--- config.mk ---
export PLATFORM = sky130hd
export DESIGN_NAME = exu_result_stage
export DESIGN_NICKNAME = d
export VERILOG_FILES = /design/src/rtl/exu_result_stage.sv
export SDC_FILE = /design/constraint.sdc
export NUM_CORES = 1
export LEC_CHECK = 0
export ABC_AREA = 1
export CAP_MARGIN = 20
export CORE_AREA = 4 4 450 452
export DETAILED_ROUTE_END_ITERATION = 16
export DIE_AREA = 0 0 454 456
export DONT_BUFFER_PORTS = 1
export GPL_TIMING_DRIVEN = 1
export PLACE_DENSITY = 0.3
export SLEW_MARGIN = 10
export SYNTH_ARGS = -nofsm -noshare
export SYNTH_HDL_FRONTEND = slang
export SYNTH_SLANG_ARGS = --single-unit
--- constraint.sdc ---
create_clock -name clk -period 5.9 [get_ports clk]
set_input_delay 1.18 -clock clk [delete_from_list [all_inputs] [get_ports clk]]
set_output_delay 1.18 -clock clk [all_outputs]
set_load 0.005 [all_outputs]
--- src/rtl/exu_result_stage.sv ---
// exu_result_stage: EX result select, RV64 div/rem fixups, W sign-extension, 2-entry skid buffer into WB
module exu_result_stage #(
  parameter int XLEN = 64,
  parameter int RW = 5
) (
  input  logic            clk,
  input  logic            rst,
  input  logic            in_valid,
  output logic            in_ready,
  input  logic [3:0]      op,
  input  logic            is_word,
  input  logic [RW-1:0]   rd,
  input  logic            rd_wen,
  input  logic [XLEN-1:0] pc,
  input  logic [XLEN-1:0] src_a,
  input  logic [XLEN-1:0] src_b,
  input  logic [XLEN-1:0] r_add,
  input  logic [XLEN-1:0] r_sltu,
  input  logic [XLEN-1:0] r_srl,
  input  logic [XLEN-1:0] r_sra,
  input  logic [XLEN-1:0] r_sll,
  input  logic [XLEN-1:0] r_and,
  input  logic [XLEN-1:0] r_or,
  input  logic [XLEN-1:0] r_xor,
  input  logic [XLEN-1:0] r_mul,
  input  logic [XLEN-1:0] r_divu,
  input  logic [XLEN-1:0] r_div,
  input  logic [XLEN-1:0] r_remu,
  input  logic [XLEN-1:0] r_rem,
  output logic            out_valid,
  input  logic            out_ready,
  output logic [XLEN-1:0] out_res,
  output logic [RW-1:0]   out_rd,
  output logic            out_wen,
  output logic [XLEN-1:0] out_pc
);
  localparam int BW = 2 * XLEN + RW + 1;
  typedef enum logic [1:0] {EMPTY, ONE, TWO} state_t;
  state_t state, state_nx;
  logic [BW-1:0] main_q, skid_q, beat;
  logic [XLEN-1:0] sel, fix;
  logic bz, ovf, in_fire, out_fire;
  assign in_ready = state != TWO;
  assign out_valid = state != EMPTY;
  assign in_fire = in_valid && in_ready;
  assign out_fire = out_valid && out_ready;
  assign {out_res, out_rd, out_wen, out_pc} = main_q;
  always_comb begin
    case (op)
      4'd0:    sel = r_add;
      4'd1:    sel = r_sltu;
      4'd2:    sel = r_srl;
      4'd3:    sel = r_sra;
      4'd4:    sel = r_sll;
      4'd5:    sel = r_and;
      4'd6:    sel = r_or;
      4'd7:    sel = r_xor;
      4'd8:    sel = r_mul;
      4'd9:    sel = r_divu;
      4'd10:   sel = r_div;
      4'd11:   sel = r_remu;
      4'd12:   sel = r_rem;
      4'd13:   sel = src_b;
      default: sel = '0;
    endcase
    bz = is_word ? src_b[31:0] == 32'd0 : src_b == '0;
    ovf = is_word ? src_a[31:0] == 32'h8000_0000 && &src_b[31:0]
                  : src_a == {1'b1, {(XLEN-1){1'b0}}} && &src_b;
    // overflowing DIV returns MIN_INT, which is exactly src_a in the operand width
    fix = ((op == 4'd9 || op == 4'd10) && bz) ? '1 :
          ((op == 4'd11 || op == 4'd12) && bz) ? src_a :
          (op == 4'd10 && ovf) ? src_a :
          (op == 4'd12 && ovf) ? '0 : sel;
    beat = {is_word ? {{(XLEN-32){fix[31]}}, fix[31:0]} : fix, rd, rd_wen && rd != '0, pc};
  end
  always_comb begin
    state_nx = state;
    state_nx = state == EMPTY ? (in_fire ? ONE : EMPTY) :
               state == ONE ? ((in_fire && !out_fire) ? TWO : (out_fire && !in_fire) ? EMPTY : ONE) :
               (out_fire ? ONE : TWO);
  end
  always_ff @(posedge clk)
    if (rst) state <= EMPTY;
    else state <= state_nx;
  always_ff @(posedge clk)
    if (rst) begin
      main_q <= '0;
      skid_q <= '0;
    end else begin
      if (state == TWO && out_fire) main_q <= skid_q;
      else if (in_fire && (state == EMPTY || out_fire)) main_q <= beat;
      if (state == ONE && in_fire && !out_fire) skid_q <= beat;
    end
endmodule

==> results.txt <==
# IOs: 1175
Post-CTS Resized: 0
Clock share of power: 40.5%
CTS sink count: 270
CP endpoint kind: flip-flop
Post-route DRC: 0
Avg Cell Area, Syn: 5.924 um2
Post-DRT Antenna Nets: 0
Power Total: 5.480 mW
Internal power: 3.542 mW
Final Max Tran Viols: 0
Run status: complete, no violations
GRT Util Overall: 20.46%
Worst slew margin: 22.26%
Largest net degree at the start of global routing: 133
R2r setup slk: 3.19 ns
Post-Route Setup TNS: 0 ns
Number of post-CTS setup repair buffers: 0
P&R area growth vs syn: 21.72%
Most frequent cells in the layout: nand2_1 (836), nand3_1 (377), nor2_1 (367)
Measured slew at the worst slew-check pin: 1.159 ns
Mux cell area share after synthesis: 0%
DIE WIDTH: 454 um
Setup ws final: 1.352 ns
Final wirelength: 223400 um
Core area: 0.1988 mm2
Routability cong.: 0.9609
Crit path launch type: input pin
Post-Synth XOR/XNOR Area: 0%
Layout cells sized above 1: 5.095%
Hold Crit Class: reg -> reg
Routed len/inst: 38.41 um
Remaining Overflow, GRT: 0
Ys Warns: 0
Synthesized area: 0.01912 mm2
Unrepaired setup endpoints after global routing: no
# hold bufs at CTS: 0
Req. time, crit path: 6.36 ns
Min cycle time layout: 4.548 ns
Psw: 1.938 mW
Final Hold Viols: 0
TritonCTS Buffers: 34
Gate Count Post-Synth: 3228
Sequential Power Share: 38.6%
I/O Buffers: 0
Final #Nets: 4115
Leakage Power: 8.992 nW
Post-DP HPWL: 189800 um
Vias in the first global route: 23210
Total power divided by cell area: 235.5 mW/mm2
Number of vias per cell: 4.215
Worst Hold Slack: 0.4538 ns
Register bit total from synthesis: 270
# H-tree levels: 2
Switching Fraction: 35.37%
Via Count: 24520
Combinational Power Share: 20.8%
Root Driver: clkbuf_16
Worst clock skew: 0.02789 ns
Crit path max fanout: 18
Combinational family with the most area after synthesis: simple AND/OR/NAND/NOR gates
Post-synthesis compound-gate area fraction: 23.56%
Max Clk Rate: 219.9 MHz
CTS tree: done
Final setup vio count: 0
Worst-path clk slew: 0.06 ns
Arrival time worst endpoint: 5.00 ns
Pre-CTS WS: 0.6930 ns
Clk Latency, worst-skew pair: 0.57 ns
Critical path class: in -> reg
First-pass GRT wire length: 275000 um
Max rail drop VDD: 157.8 uV
DR pass1 iterations: 6
Most common cell after layout, fill and taps aside: nand2_1
Mapped Nets: 4268
Die height: 456 um
Cell Rows: 164
Max Cap Violations: 0
Drt initial violations: 2117
Seq/Total Area, Yosys: 28.27%
Post-synthesis cell type count: 40
Simple-Gate Fraction of Synth Area: 38.19%
Initial Util: 9.617%
Total die area: 0.2070 mm2
Antenna violations before repair: 131
Period utilization: 77.08%
Adder-cell area share of the yosys netlist: 0.06543%
CTS max path bufs: 3
==> cell type report <==
type	count	area, um2
Antenna cell	59	147.6
Timing Repair Buffer	71	590.6
Fill cell	23480	175600
Multi-Input combinational cell	2500	11890
Sequential cell	270	5405
Inverter	198	773.2
Tap cell	2656	3323
Clock inverter	10	126.4
Clock buffer	52	1020
==> power groups by stage <==
stage	combinational [mW]	sequential, mW	clock, mW
after global routing	1.25	2.13	2.37
final	1.14	2.12	2.22
after floorplan	0.646	2.06	0
after CTS	1.19	2.13	2.31
after global placement	1.18	2.17	0
after detailed placement	1.19	2.17	0
==> registers in the layout (all words and copies together) (netlist names) <==
register / flops
skid_q: 134
main_q: 134
state: 2
==> worst max-delay path, stage by stage <==
cell and delay (ns):
inv_1 0.03, nor2_1 0.22, nand2_1 0.17, clkinv_2 0.35, buf_4 0.44, buf_4 0.37, nand2_1 0.39, o211ai_1 0.48
nor2_1 0.08, nand3_1 0.28, nand2_1 0.21, nor2_1 0.31, o21bai_1 0.13, nand3_1 0.09, nand2_1 0.07, a21oi_1 0.13
==> cells in the mapped netlist <==
master,number,area [um2]
inv_2,14,52.55
nand2_2,2,12.51
and2_1,1,6.260
nand3b_1,1,7.510
o2111ai_1,11,96.34
dfxtp_1,270,5405
a22o_1,15,131.4
a211oi_1,25,187.7
nand4_1,78,488.0
inv_1,183,686.9
nor3_1,52,260.3
nor2_1,369,1385
clkbuf_1,145,544.3
clkinv_1,1,3.750
o211ai_2,1,12.51
a2111oi_0,1,8.760
o211ai_1,73,548.0
nand3_2,1,10.01
nor4_1,2,12.51
or2_2,1,6.260
a21oi_1,305,1526
nor2_2,5,31.28
nand2_1,839,3149
buf_2,79,395.4
o21ai_4,1,16.27
a221oi_1,17,148.9
a32o_1,14,140.1
buf_6,7,78.83
o22ai_1,1,6.260
nor2_4,1,11.26
and3_1,2,12.51
ha_1,1,12.51
buf_4,7,52.55
o21bai_1,32,240.2
a31oi_1,32,200.2
nand3_1,378,1892
o21ai_0,228,1141
o2111a_1,9,101.4
buf_1,22,82.58
and3b_1,2,17.52
==> through the flow <==
stage | cell area [um2] | instances | utilization, %
after floorplan | 19120 | 3228 | -
after global placement | 21950 | 5694 | 11.04
after detailed placement | 21980 | 5695 | 11.05
after CTS | 23130 | 5757 | 11.63
after global routing | 23210 | 5791 | 11.67
final | 23270 | 5816 | 11.71
==> kinds of logic (layout without fill, tap and decap cells) <==
| family | Yosys count | count (layout) |
|---|---|---|
| AOI/OAI and AO/OA | 765 | 765 |
| adders and majority gates | 1 | 1 |
| buffers and inverters | 458 | 331 |
| DFF | 270 | 270 |
| other | 0 | 59 |
| and+or+nand+nor | 1734 | 1734 |
==> worst paths after layout <==
path / start / depth (start not counted) / end
max: op[2] / 16 / main_q[105]
min: skid_q[30] / 2 / main_q[30]
max reg2reg: state[1] / 8 / main_q[38]
min reg2reg: skid_q[30] / 2 / main_q[30]
==> per-layer routing <==
| metal | wire length (um) | GRT usage [%] | up-vias |
|---|---|---|---|
| li1 | - | - | 10700 |
| met1 | 77400 | 21.13 | 12280 |
| met2 | 124000 | 39.85 | 1176 |
| met3 | 14870 | 4.735 | 308 |
| met4 | 6686 | 6.882 | 60 |
| met5 | 396 | 0 | - |
(Power assumes the default switching activity.)
